`src/rtl/eprisc_serial_pkg.sv`:
```
// Shared types and helpers for the eprisc serial transmitter, receiver and benches.
package eprisc_serial_pkg;

  typedef enum logic [1:0] {
    ParNone = 2'd0,
    ParOdd  = 2'd1,
    ParEven = 2'd2
  } parity_e;

  typedef enum logic [2:0] {
    StIdle,
    StStart,
    StData,
    StParity,
    StStop,
    StGap,
    StBreak
  } tx_state_e;

  // Wide enough for DATA_BITS (<=9), STOP_BITS (<=2) and GAP_BITS (<=15).
  localparam int unsigned BitCntW = 4;

  function automatic int unsigned frame_cycles(input int unsigned data_bits,
                                               input int unsigned parity,
                                               input int unsigned stop_bits,
                                               input int unsigned gap_bits,
                                               input int unsigned divisor);
    int unsigned bits;
    bits = 1 + data_bits + stop_bits + gap_bits;
    if (parity != 0) bits = bits + 1;
    return bits * divisor;
  endfunction

endpackage

```
`src/rtl/eprisc_sync_fifo.sv`:
```
// Synchronous show-ahead FIFO with registered occupancy count.
module eprisc_sync_fifo #(
  parameter int unsigned Width = 8,
  parameter int unsigned Depth = 4
) (
  input  logic                     clk_i,
  input  logic                     rst_i,
  input  logic [Width-1:0]         wdata_i,
  input  logic                     push_i,
  input  logic                     pop_i,
  output logic [Width-1:0]         rdata_o,
  output logic                     full_o,
  output logic                     empty_o,
  output logic [$clog2(Depth):0]   count_o
);

  localparam int unsigned PtrW = $clog2(Depth);
  localparam logic [PtrW:0] CountFull = (PtrW + 1)'(Depth);

  logic [Width-1:0] mem_q [Depth];
  logic [PtrW-1:0]  wr_ptr_q, rd_ptr_q;
  logic [PtrW:0]    count_q;
  logic             do_push, do_pop;

  always_comb begin
    full_o  = (count_q == CountFull);
    empty_o = (count_q == '0);
    do_push = push_i && !full_o;
    do_pop  = pop_i && !empty_o;
    rdata_o = mem_q[rd_ptr_q];
    count_o = count_q;
  end

  always_ff @(posedge clk_i or posedge rst_i) begin
    if (rst_i) begin
      wr_ptr_q <= '0;
      rd_ptr_q <= '0;
      count_q  <= '0;
    end else begin
      if (do_push) wr_ptr_q <= wr_ptr_q + 1'b1;
      if (do_pop)  rd_ptr_q <= rd_ptr_q + 1'b1;
      case ({do_push, do_pop})
        2'b10:   count_q <= count_q + 1'b1;
        2'b01:   count_q <= count_q - 1'b1;
        default: count_q <= count_q;
      endcase
    end
  end

  always_ff @(posedge clk_i) begin
    if (do_push) mem_q[wr_ptr_q] <= wdata_i;
  end

endmodule

```
`src/rtl/eprisc_serial_tx.sv`:
```
// Buffered asynchronous serial transmitter: FIFO-fed start/data/parity/stop framing,
// flow-control hold at frame boundaries and line-break generation.
module eprisc_serial_tx
  import eprisc_serial_pkg::*;
#(
  parameter int unsigned DATA_BITS  = 8,
  parameter int unsigned DIVISOR    = 256,
  parameter int unsigned PARITY     = 0,
  parameter int unsigned STOP_BITS  = 1,
  parameter int unsigned GAP_BITS   = 0,
  parameter int unsigned FIFO_DEPTH = 4
) (
  input  logic                          iBoardClock,
  input  logic                          iBoardReset,
  input  logic [DATA_BITS-1:0]          iData,
  input  logic                          iValid,
  output logic                          oReady,
  input  logic                          iHold,
  input  logic                          iBreak,
  output logic                          oTX,
  output logic                          oBusy,
  output logic [$clog2(FIFO_DEPTH):0]   oLevel,
  output logic                          oOverflow
);

  localparam int unsigned CntW = $clog2(DIVISOR);
  localparam logic [CntW-1:0]    CntMax   = CntW'(DIVISOR - 1);
  localparam logic [BitCntW-1:0] LastData = BitCntW'(DATA_BITS - 1);
  localparam logic [BitCntW-1:0] LastStop = BitCntW'(STOP_BITS - 1);
  localparam logic [BitCntW-1:0] LastGap  = BitCntW'((GAP_BITS == 0) ? 0 : GAP_BITS - 1);
  localparam parity_e ParMode = parity_e'(PARITY[1:0]);
  localparam bit HasGap = (GAP_BITS != 0);

  tx_state_e            state_q;
  logic [CntW-1:0]      cnt_q;
  logic [BitCntW-1:0]   bit_cnt_q;
  logic [DATA_BITS-1:0] shift_q;
  logic                 par_q;
  logic                 tx_q;
  logic                 after_brk_q;
  logic                 ovf_q;

  logic [DATA_BITS-1:0] fifo_rdata;
  logic                 fifo_full, fifo_empty;
  logic                 push, pop;
  logic                 bit_end, frame_end, boundary, start_brk, rdata_par;

  eprisc_sync_fifo #(
    .Width (DATA_BITS),
    .Depth (FIFO_DEPTH)
  ) u_fifo (
    .clk_i   (iBoardClock),
    .rst_i   (iBoardReset),
    .wdata_i (iData),
    .push_i  (push),
    .pop_i   (pop),
    .rdata_o (fifo_rdata),
    .full_o  (fifo_full),
    .empty_o (fifo_empty),
    .count_o (oLevel)
  );

  // The frame boundary decision is taken on the last cycle of a frame as well as in idle,
  // so queued bytes go out back-to-back with no idle cycle between frames.
  always_comb begin
    push      = iValid && !fifo_full;
    bit_end   = (cnt_q == CntMax);
    frame_end = bit_end &&
                ((state_q == StStop && bit_cnt_q == LastStop && (!HasGap || after_brk_q)) ||
                 (state_q == StGap && bit_cnt_q == LastGap));
    boundary  = (state_q == StIdle) || frame_end;
    start_brk = boundary && iBreak;
    pop       = boundary && !iBreak && !iHold && !fifo_empty;
    rdata_par = (ParMode == ParOdd) ? ~^fifo_rdata : ^fifo_rdata;
  end

  always_ff @(posedge iBoardClock or posedge iBoardReset) begin
    if (iBoardReset) begin
      state_q     <= StIdle;
      cnt_q       <= '0;
      bit_cnt_q   <= '0;
      shift_q     <= '0;
      par_q       <= 1'b0;
      tx_q        <= 1'b1;
      after_brk_q <= 1'b0;
      ovf_q       <= 1'b0;
    end else begin
      ovf_q <= iValid && fifo_full;
      if (start_brk) begin
        state_q <= StBreak;
        cnt_q   <= '0;
        tx_q    <= 1'b0;
      end else if (pop) begin
        state_q     <= StStart;
        cnt_q       <= '0;
        shift_q     <= fifo_rdata;
        par_q       <= rdata_par;
        after_brk_q <= 1'b0;
        tx_q        <= 1'b0;
      end else if (frame_end) begin
        state_q <= StIdle;
        cnt_q   <= '0;
        tx_q    <= 1'b1;
      end else begin
        case (state_q)
          StIdle: begin
            tx_q <= 1'b1;
          end
          StBreak: begin
            // One forced idle-high bit time follows the release of a break.
            if (!iBreak) begin
              state_q     <= StStop;
              cnt_q       <= '0;
              bit_cnt_q   <= LastStop;
              after_brk_q <= 1'b1;
              tx_q        <= 1'b1;
            end
          end
          default: begin
            if (!bit_end) begin
              cnt_q <= cnt_q + 1'b1;
            end else begin
              cnt_q <= '0;
              case (state_q)
                StStart: begin
                  state_q   <= StData;
                  bit_cnt_q <= '0;
                  tx_q      <= shift_q[0];
                end
                StData: begin
                  if (bit_cnt_q == LastData) begin
                    bit_cnt_q <= '0;
                    if (ParMode != ParNone) begin
                      state_q <= StParity;
                      tx_q    <= par_q;
                    end else begin
                      state_q <= StStop;
                      tx_q    <= 1'b1;
                    end
                  end else begin
                    bit_cnt_q <= bit_cnt_q + 1'b1;
                    shift_q   <= shift_q >> 1;
                    tx_q      <= shift_q[1];
                  end
                end
                StParity: begin
                  state_q   <= StStop;
                  bit_cnt_q <= '0;
                  tx_q      <= 1'b1;
                end
                StStop: begin
                  tx_q <= 1'b1;
                  if (bit_cnt_q == LastStop) begin
                    state_q   <= StGap;
                    bit_cnt_q <= '0;
                  end else begin
                    bit_cnt_q <= bit_cnt_q + 1'b1;
                  end
                end
                StGap: begin
                  tx_q      <= 1'b1;
                  bit_cnt_q <= bit_cnt_q + 1'b1;
                end
                default: begin
                  state_q <= StIdle;
                  tx_q    <= 1'b1;
                end
              endcase
            end
          end
        endcase
      end
    end
  end

  always_comb begin
    oTX       = tx_q;
    oBusy     = (state_q != StIdle);
    oReady    = !fifo_full;
    oOverflow = ovf_q;
  end

endmodule

```
`config.mk`:
```
export PLATFORM = sky130hd
export DESIGN_NAME = eprisc_serial_tx
export DESIGN_NICKNAME = d
export VERILOG_FILES = /design/src/rtl/eprisc_serial_pkg.sv /design/src/rtl/eprisc_sync_fifo.sv /design/src/rtl/eprisc_serial_tx.sv
export SDC_FILE = /design/constraint.sdc
export NUM_CORES = 1
export LEC_CHECK = 0
export ABC_CLOCK_PERIOD_IN_PS = 6000
export CAP_MARGIN = 20
export CORE_MARGIN = 2
export CORE_UTILIZATION = 66
export CTS_BUF_LIST = sky130_fd_sc_hd__clkbuf_4
export DETAILED_ROUTE_END_ITERATION = 8
export GPL_ROUTABILITY_DRIVEN = 0
export PLACE_DENSITY = 0.88
export RECOVER_POWER = 100
export SLEW_MARGIN = 10
export SYNTH_ARGS = -nofsm -noshare
export SYNTH_HDL_FRONTEND = slang
export SYNTH_SLANG_ARGS = --single-unit
export TNS_END_PERCENT = 50
```
`constraint.sdc`:
```
create_clock -name iBoardClock -period 6 [get_ports iBoardClock]
set_clock_uncertainty 0.15 [all_clocks]
set_input_delay 1.2 -clock iBoardClock [delete_from_list [all_inputs] [get_ports iBoardClock]]
set_output_delay 1.2 -clock iBoardClock [all_outputs]
set_load 0.05 [all_outputs]
```
# [Word-level counts from Yosys, hierarchy flattened]
# Memories as Yosys holds them, arrays and structs flattened.
# Cells that the tools add are included.
[word_totals] mem_bits_rw=32 reg_bits=32 inputBits=13 mem_count=1
[memory_table] name="u_fifo.mem_q" depth=4 word_bits=8 rd=1 rd_clocked_by_memory_dff=0 wr=1 line_no="eprisc_sync_fifo.sv:20" source="logic [Width-1:0] mem_q [Depth];"
[op_classes] eq_ne=20 bitwise=4 add_sub_neg=6 mux=38 n_reduce_logical=35
[op_table] op="$mux W8" count=11
[op_table] op="$mux W3" count=7
[op_table] op="$mux W4" count=4
[op_table] op="$pmux W4 S4" count=1
[op_table] op="$pmux W8 S2" count=1
[op_table] op="$pmux W3 S5" count=1
[op_table] op="$eq A3 B3 Y1 const B" count=4
[op_table] op="$pmux W3 S2" count=2
[op_table] op="$reduce_and A6 Y1" count=2
[op_table] op="$logic_and A1 B1 Y1" count=11
[op_table] op="$reduce_bool A5 Y1" count=2
[op_table] op="$add A8 B1 Y8 const B" count=1
[op_table] op="$eq A8 B8 Y1 const B" count=1
[op_table] op="$mux W1" count=8
[op_table] op="$pmux W4 S2" count=1
[op_table] op="$reduce_bool A2 Y1" count=4
[op_table] op="$reduce_and A7 Y1" count=1
[op_table] op="$eq A3 B2 Y1 const B" count=2
[op_table] op="$logic_not A3 Y1" count=2
[op_table] op="$ne A2 B1 Y1 const B" count=3
[op_table] op="$ne A6 B3 Y1 const B" count=1
[op_table] op="$ne A6 B5 Y1 const B" count=1
[op_table] op="$reduce_bool A6 Y1" count=1
[op_table] op="$ne A5 B3 Y1 const B" count=1
[op_table] op="other kinds (19)" count=30

# [Depth between registers and ports, before layout]
# Gate-level depths: netlist (run 1).
[logic_depth] ltp_word=11 mapped_depth=13 ltp_nobuf=12

# [Hierarchy]
# From an unflattened synthesis (run 1), not the netlist that was laid out.
[unflattened] cells_unflattened=239 hier_area_um2=3115.5
[modules_own_cells] mod="eprisc_sync_fifo" seq_area_each_um2=1136.1 cells_each=80 area_each_um2=1596.5 n_inst=1
[modules_own_cells] mod="eprisc_serial_tx" seq_area_each_um2=626.9 cells_each=159 area_each_um2=1519.0 n_inst=1

# [Worst setup path before layout (run 1)]
# Ideal clock, no wire load.
[synth_timing] path_type="input to register" from="input iBreak" to="register u_fifo.count_q[2], in the netlist u_fifo.count_o[2]" t_required_ns=5.768 cell_stages=11 slack_ns=2.989 setup_time_ns=0.082 arrival_ns=2.778 cell_sequence="buf_4 > inv_1 > o211ai_1 > clkbuf_1 > inv_1 > ha_1 > inv_1 > fa_1 > xor2_1 > nor2_1 > xor2_1"
[synth_via] elab_chain_len=7 word_cells_on_any_way=9 classes_between="eq/ne (2); mux (1); reduce/logical (6)"
[synth_rtl] item="from (decl)" line_no="eprisc_serial_tx.sv:19" source="input logic iBreak,"
[synth_rtl] item="$logic_not A1 Y1 (*)"
[synth_rtl] item="$logic_and A1 B1 Y1 (*) (3 in series)" line_no="eprisc_serial_tx.sv:73" source="pop = boundary && !iBreak && !iHold && !fifo_empty;"
[synth_rtl] item="$logic_and A1 B1 Y1 (*)" line_no="eprisc_sync_fifo.sv:29" source="do_pop = pop_i && !empty_o;"
[synth_rtl] item="named net u_fifo.do_pop" line_no="eprisc_sync_fifo.sv:23" source="logic do_push, do_pop;"
[synth_rtl] item="$eq A2 B1 Y1 / $eq A2 B2 Y1 (equally long branches)" line_no="eprisc_sync_fifo.sv:42" source="case ({do_push, do_pop})"
[synth_rtl] item="$pmux W3 S2 / $reduce_bool A2 Y1 (equally long branches)"
[synth_rtl] item="to (signal assigned)" line_no="eprisc_sync_fifo.sv:43" source="2'b10: count_q <= count_q + 1'b1;"
[synth_rtl] item="to (signal assigned)" line_no="eprisc_sync_fifo.sv:44" source="2'b01: count_q <= count_q - 1'b1;"
[synth_rtl] item="to (signal assigned)" line_no="eprisc_sync_fifo.sv:45" source="default: count_q <= count_q;"
[synth_rtl] item="to (decl)" line_no="eprisc_sync_fifo.sv:22" source="logic [PtrW:0] count_q;"
# The timed path passes the listed nets; every way through them passes the cells marked *.
# A chain may end at the register's enable or synchronous reset.

# [Final worst setup path (run 1)]
[layout_timing] from="register state_q[2]" to="output oBusy"
[layout_via] elab_chain_len=1
[layout_rtl] item="from (decl)" line_no="eprisc_serial_tx.sv:34" source="tx_state_e state_q;"
[layout_rtl] item="from (signal assigned)" line_no="eprisc_serial_tx.sv:79" source="state_q <= StIdle;"
[layout_rtl] item="from (signal assigned)" line_no="eprisc_serial_tx.sv:90" source="state_q <= StBreak;"
[layout_rtl] item="from (signal assigned)" line_no="eprisc_serial_tx.sv:94" source="state_q <= StStart;"
[layout_rtl] item="$reduce_bool A3 Y1" line_no="eprisc_serial_tx.sv:178" source="oBusy = (state_q != StIdle);"
[layout_rtl] item="to (decl)" line_no="eprisc_serial_tx.sv:21" source="output logic oBusy,"
# No other way between the ends.

==> results.md, run 1 <==
## Setup path
- maximum cell stage delay along the critical path: 760 ps
- top cell family by delay on the critical path: buffers and inverters
- Arrival @ worst endpoint: 2410 ps
- FF-to-FF Start: bit_cnt_q[0]
- worst endpoint required time: 4650 ps
- kind of start point of the critical path: flip-flop
- Worst R2R Setup Slack: 2530 ps
- RR Endpoint: u_fifo.count_o[2]
- Worst Path Max Fanout: 16
- worst-path cell chain: or2_2, nor2_1, inv_1, dlygate4sd3_1
- buffers and inverters on the worst path: 2
- category of the worst setup path capture point: primary output
- Slowest-stage cell, CP: sky130_fd_sc_hd__dlygate4sd3_1
- depth of the most critical reg-to-reg path: 13
- Worst Path Class, Setup: flip-flop to primary output

## Power
- pwr dens: 309 nW/um^2
- internal power: 0.728 mW
- Net Switching: 0.335 mW
- share of total power in combinational logic: 0.196
- power share of the clock group: 0.270
- portion of total power attributed to sequential cells: 0.534
- worst vdd rail ir drop: 0.000326 V
- leakage power summed over all cells: 1.30 nW
- share of total power consumed by net switching: 0.315

## Yosys
- number of enable flip-flop cells after synthesis: 32
- #FFs+latches synth: 64
- distinct cell type count of the synthesized netlist: 50
- nets in the synthesized netlist: 277
- number of warnings printed during yosys synthesis: 0
- commonest register cell after synthesis: sky130_fd_sc_hd__edfxtp_1
- fraction of the yosys area taken by sequential cells: 0.568
- share of async-settable or async-resettable flops after synthesis: 0.500
- post-synthesis cell count: 255
- Cell Area, Synth: 3100 sq um
- Avg Synthesized Cell Area: 12.2 sq um

## Status
- result of the run: finished, violations left
- failing checks: max-capacitance violations, max-slew violations

## Final layout
- count of nets after finishing: 300
- area growth from synthesis to final layout: 10.9%
- antenna diode count: 0
- final core occ: 0.774
- number of inserted filler cells in the final layout: 282
- share of post-route cells with drive strength above 1: 0.120

## Worst hold path
- worst hold-check path type: flip-flop to flip-flop
- depth of the worst hold-timing path: 2
- Hold Startpoint: oTX
- Worst Hold Endpoint: oTX

## Timing
- RSZ-0062 raised after global routing: no
- Final period util: 0.627
- setup violation total in the final timing report: 0
- Sum Neg Setup Slack: 0 ps
- hold violation count in the final report: 0
- worst max-slew margin expressed relative to the limit: -0.148
- final max-slew violation count: 33
- Tmin final: 3760 ps
- max frequency: 266 MHz
- transition time at the pin with the least slew margin: 1720 ps

## Routing
- 1st-pass router iterations: 5
- overall via count from detail_route: 2121
- DRT iter0 DRCs: 244
- average detailed-routed wire length per instance: 17.6 um
- DRC violations left: 0
- total wirelength of the detailed-routed design: 5900 um
- via density per instance: 6.33
- residual antenna-violating net count after detailed routing: 0

## Floorplan
- area of the placeable core: 4440 sq um
- Vert. Die Dim: 72.6 um
- number of placement rows: 24
- total I/O pin count: 20
- DIE WIDTH: 72.6 um
- die outline area: 5260 sq um
- initial cell density of the core: 0.698

## CTS
- clock insertion delay at the later pin of the skew report: 390 ps
- cells resized by post-CTS repair: 0
- number of setup buffers added after CTS: 0
- number of clock sinks: 64
- CTS Root Buffer Type: sky130_fd_sc_hd__clkbuf_4
- CTS hold repair buffers: 0
- clock slew at reported path FFs: 110 ps
- number of CTS-inserted buffers: 9
- Clock Tree Buf Depth: 2
- CTS tree: done
- count of H-tree levels built during CTS: 3

## Global routing
- first-pass GRT wire length: 9630 um
- pin count of the biggest net entering global routing: 33
- antenna violations before repair: 0
- total global-route track usage: 0.245
- overflow left after global routing: 0
- vias in the first global route: 2081

## Placed design
- DP Wirelength: 3980 um
- buffers added on ports: 19

## Run
- number of maximum-capacitance constraint violations: 1

power by group through the flow:
stage | Sequential [mW] | Combinational (mW) | Clock [mW]
floorplan | 0.605 | 0.106 | 0
global placement | 0.570 | 0.205 | 0
detailed placement | 0.577 | 0.216 | 0
CTS | 0.567 | 0.219 | 0.291
global route | 0.575 | 0.228 | 0.307
finish | 0.567 | 0.209 | 0.287
sequential cells by signal, indices dropped and copies added, names as in the netlist:
name and count:
oOverflow 1, cnt_q 8, u_fifo.count_o 3, state_q 3
shift_q 8, u_fifo.mem_q 32, u_fifo.wr_ptr_q 2, u_fifo.rd_ptr_q 2
oTX 1, bit_cnt_q 4
layout make-up:
| cell class | instances | area (sq um) | area share |
|---|---|---|---|
| repair buffers | 21 | 198 | 0.0575 |
| clock inverters | 7 | 71.3 | 0.0207 |
| clock buffers | 9 | 67.6 | 0.0196 |
| inverters | 17 | 63.8 | 0.0185 |
| multi-input cells | 165 | 1210 | 0.352 |
| flip-flops and latches | 64 | 1760 | 0.512 |
| well taps | 52 | 65.1 | 0.0189 |
synthesized netlist by cell type (all sizes together) (2+ instances only):
master,n,area share
a21o,4,0.010
a21oi,15,0.024
a31oi,6,0.012
a41oi,2,0.0056
and3,6,0.012
buf,6,0.011
clkbuf,3,0.0036
dfrtp,31,0.25
edfxtp,32,0.31
ha,8,0.032
inv,17,0.021
mux2,2,0.0073
mux2i,10,0.032
mux4,8,0.058
nand2,16,0.019
nand2b,3,0.0061
nand3,8,0.013
nor2,20,0.026
nor3,8,0.013
nor3b,2,0.0048
nor4,3,0.0061
o211ai,2,0.0048
o21ai,13,0.021
o22ai,2,0.0040
or4,2,0.0048
xnor2,3,0.0085
xor2,3,0.0085
layout by cell type, fill, tap and decap left out, types with 6 or more instances in the layout:
cell                            Yosys  layout
sky130_fd_sc_hd__nor3_1             8       8
sky130_fd_sc_hd__edfxtp_1          32      32
sky130_fd_sc_hd__nand2_1           16      16
sky130_fd_sc_hd__nor2_1            18      19
sky130_fd_sc_hd__o21ai_0           13      13
sky130_fd_sc_hd__inv_1             17      17
sky130_fd_sc_hd__a31oi_1            6       6
sky130_fd_sc_hd__clkbuf_4           0       9
sky130_fd_sc_hd__a21oi_1           15      15
sky130_fd_sc_hd__mux4_2             8       8
sky130_fd_sc_hd__ha_1               8       8
sky130_fd_sc_hd__and3_1             6       6
sky130_fd_sc_hd__mux2i_1           10      10
sky130_fd_sc_hd__nand3_1            8       8
sky130_fd_sc_hd__dfrtp_1           31      31
sky130_fd_sc_hd__dlygate4sd3_1      0      18
per-layer routing:
layer / global-route usage / vias up / wire length [um]
met3: 0.0444 / 18 / 280
met4: 0.130 / 0 / 165
met5: 0 / - / 0
met2: 0.407 / 82 / 3060
met1: 0.308 / 1026 / 2390
li1: - / 995 / -
cell families (layout without fill, tap and decap cells):
| logic type | after synthesis | count (layout) | synth area share |
|---|---|---|---|
| buf+inv | 26 | 54 | 0.0355 |
| flops | 64 | 64 | 0.568 |
| xor+xnor | 6 | 6 | 0.0169 |
| simple gates | 77 | 77 | 0.132 |
| fa+ha+maj | 9 | 9 | 0.0387 |
| mux | 20 | 20 | 0.0976 |
| compound gates | 53 | 53 | 0.111 |
per-stage QoR:
stage               power, mW  setup WS (ps)  hold slack [ps]  cells  cell area [sq um]
global route             1.11           2130              349    335               3440
CTS                      1.08           2340              337    335               3460
global placement        0.775           2470              307    319               3330
detailed placement      0.792           2360              324    319               3330
floorplan               0.711           2990              303    255               3100
finish                   1.06           2240              342    335               3440
tightest hold or removal path: cells and delay by family (launching register included):
family / cells / cell delay (ps)
buffers and inverters: 1 / 50
DFF: 1 / 390
muxes: 1 / 60
worst max path at each step:
stage	from	to	slack [ps]	cells past startpoint
finish	state_q[2]	oBusy	2240	4
global route	iBreak	u_fifo.count_o[2]	2130	11
CTS	state_q[2]	oBusy	2340	4
detailed placement	iBreak	u_fifo.count_o[2]	2360	11
global placement	iBreak	u_fifo.count_o[2]	2470	11
floorplan	iBreak	u_fifo.count_o[2]	2990	11
Power figures use the tool's default switching activity.
==> inputs of run 2 (changes only) <==
- ABC_CLOCK_PERIOD_IN_PS: 6000 -> 3900
- CORE_UTILIZATION: 66 -> 61
- PLACE_DENSITY: 0.88 -> 0.82
- clock period: 6 -> 3.9 ns (I/O delays scaled with it)
==> run 2 against run 1 <==
  * The run still ends with max-capacitance violations, max-slew violations left
  * Die area grew 7.7%
  * Wire length shrank 6.0%
  * First-iteration DRC count decreased by 20%
  * Highest routed layer unchanged
  * Non-clock buffer count unchanged
  * Clock power is 86% higher
  * Sequential cell count unchanged
  * Core utilization fell by 5.1 points
==> results.md, run 2 (synthesis results as in run 1) <==
## Final layout
- final standard cell area without fillers: 3480 sq um, +1.2%
- number of flip-flops under the largest register name: 32, unchanged
- count of nets after finishing: 300, unchanged
- final core occ: 0.723, -0.0511
- largest registers: u_fifo.mem_q (32), cnt_q (8), shift_q (8)
- most common library cell in the layout ignoring fill and taps: sky130_fd_sc_hd__edfxtp_1
- share of post-route cells with drive strength above 1: 0.120, unchanged
- register with the most flip-flops: u_fifo.mem_q
- number of inserted filler cells in the final layout: 344, +22%
- area growth from synthesis to final layout: 12.3%
- antenna diode count: 0, unchanged
- top library cells by usage in the layout, fill and taps aside: 32 x sky130_fd_sc_hd__edfxtp_1, 31 x sky130_fd_sc_hd__dfrtp_1, 19 x sky130_fd_sc_hd__nor2_1, 18 x sky130_fd_sc_hd__dlygate4sd3_1, 17 x sky130_fd_sc_hd__inv_1

## Timing
- worst max-slew margin expressed relative to the limit: -0.181, -0.0330
- final max-slew violation count: 33, unchanged
- hold violation count in the final report: 0, unchanged
- setup violation total in the final timing report: 0, unchanged
- Sum Neg Setup Slack: 0 ps, unchanged
- post-route worst hold slack: 330 ps, -11.5 ps
- RSZ-0062 raised after global routing: no
- Tmin final: 3320 ps
- Final period util: 0.852
- transition time at the pin with the least slew margin: 1770 ps, +49.5 ps
- max frequency: 301 MHz

## Placed design
- DP Wirelength: 3850 um, -3.4%
- cell area after placement: 3340 sq um, +0.56%
- buffers added on ports: 19, unchanged

## Status
- failing checks: max-capacitance violations, max-slew violations
- result of the run: finished, violations left

## Setup path
- depth of the most critical reg-to-reg path: 11, -2
- worst endpoint required time: 2970 ps, -1680 ps
- category of the worst setup path capture point: primary output
- RR Endpoint: u_fifo.count_o[2]
- Slowest-stage cell, CP: sky130_fd_sc_hd__dlygate4sd3_1
- kind of start point of the critical path: flip-flop
- Worst Path Class, Setup: flip-flop to primary output
- FF-to-FF Start: cnt_q[1]
- maximum cell stage delay along the critical path: 760 ps, about the same
- Arrival @ worst endpoint: 2390 ps, -20 ps
- worst-path cell chain: or2_2, nor2_1, inv_1, dlygate4sd3_1
- Worst R2R Setup Slack: 760 ps, -1770 ps
- Worst Path Max Fanout: 16, unchanged
- Crit. Startpoint: state_q[2]

## Floorplan
- die outline area: 5670 sq um, +7.7%
- Vert. Die Dim: 75.3 um, +3.8%
- area of the placeable core: 4820 sq um, +8.4%
- number of placement rows: 25, +4.2%
- total I/O pin count: 20, unchanged
- DIE WIDTH: 75.3 um, +3.8%
- initial cell density of the core: 0.644, -0.0540

## Worst hold path
- depth of the worst hold-timing path: 2, unchanged
- worst hold-check path type: flip-flop to flip-flop
- Worst Hold Endpoint: oTX
- Hold Startpoint: oTX

## CTS
- number of clock sinks: 64, unchanged
- CTS tree: done
- clock insertion delay at the later pin of the skew report: 430 ps, +40 ps
- CTS Root Buffer Type: sky130_fd_sc_hd__clkbuf_4
- clock slew at reported path FFs: 120 ps, about the same
- number of CTS-inserted buffers: 9, unchanged
- CTS hold repair buffers: 0, unchanged
- cells resized by post-CTS repair: 0, unchanged
- Clock Tree Buf Depth: 2, unchanged
- number of setup buffers added after CTS: 0, unchanged
- count of H-tree levels built during CTS: 3, unchanged

## Global routing
- vias in the first global route: 2075, -0.29%
- antenna violations before repair: 0, unchanged
- overflow left after global routing: 0, unchanged
- pin count of the biggest net entering global routing: 33, unchanged
- total global-route track usage: 0.234, -0.0116
- first-pass GRT wire length: 9640 um, +0.15%

## Run
- number of maximum-capacitance constraint violations: 1, unchanged

## Power
- pwr dens: 493 nW/um^2, +60%
- worst vdd rail ir drop: 0.000439 V, +35%
- leakage power summed over all cells: 1.32 nW, +1.5%
- overall power: 1.72 mW, +62%

## Routing
- overall via count from detail_route: 2069, -2.5%
- total wirelength of the detailed-routed design: 5540 um, -6.0%
- average detailed-routed wire length per instance: 15.8 um, -10%
- DRC violations left: 0, unchanged
- residual antenna-violating net count after detailed routing: 0, unchanged
- 1st-pass router iterations: 4, -1
- DRT iter0 DRCs: 194, -20%
- via density per instance: 5.91, -6.6%

run 2: changes by cell type in the layout (fill, tap and decap cells not counted):
| cell | change |
|---|---|
| sky130_fd_sc_hd__bufinv_16 | +1 |
| sky130_fd_sc_hd__clkinv_2 | -2 |
| sky130_fd_sc_hd__clkinv_4 | +2 |
| sky130_fd_sc_hd__clkinvlp_4 | -2 |
| sky130_fd_sc_hd__inv_6 | +1 |
| sky130_fd_sc_hd__nand4_1 | +1 |
| sky130_fd_sc_hd__nand4_4 | -1 |
| sky130_fd_sc_hd__o32ai_1 | -1 |
| sky130_fd_sc_hd__o32ai_2 | +1 |
run 2: how the worst max path moves through the flow:
| stage | to | slack [ps] | cells after the start |
|---|---|---|---|
| finish | oBusy | 580 | 4 |
| global route | oBusy | 430 | 4 |
| CTS | oBusy | 620 | 4 |
| detailed placement | u_fifo.count_o[2] | 850 | 10 |
| global placement | u_fifo.count_o[2] | 970 | 10 |
| floorplan | u_fifo.count_o[2] | 1020 | 13 |
run 2: cell type report:
type,count,area [sq um],area share
Inverter,17,63.8,0.0183
Timing Repair Buffer,21,198,0.0568
Multi-Input combinational cell,165,1200,0.346
Clock buffer,9,67.6,0.0194
Tap cell,67,83.8,0.0241
Clock inverter,7,103,0.0295
Sequential cell,64,1760,0.506
run 2: through the flow:
step	setup WS (ps)	cells
4_1_cts	624	350
3_5_place_dp	845	334
2_1_floorplan	1020	255
3_3_place_gp	967	334
6_report	578	350
5_1_grt	426	350
run 2: report_power, final:
part	leakage (nW)	internal (mW)	switching (mW)
clock	0.0871	0.266	0.269
combinational	0.588	0.111	0.203
sequential	0.649	0.814	0.0550
total	1.32	1.19	0.526
run 2: critical path: cells and delay by family, from the launching register on:
kind	cells	cell delay (ps)
flip-flops	1	570
buffers and inverters	2	830
AND/OR/NAND/NOR	2	560
run 2: per-layer routing:
metal,global-route usage,wire [um]
met2,0.376,2730
met3,0.0847,249
met5,0,0
met4,0.103,123
met1,0.286,2440
==> inputs of run 3 (changes only) <==
- SKIP_CTS_REPAIR_TIMING: default -> 1
==> results of run 3 <==
Final layout, timing and power as in run 2 (identical DEF).
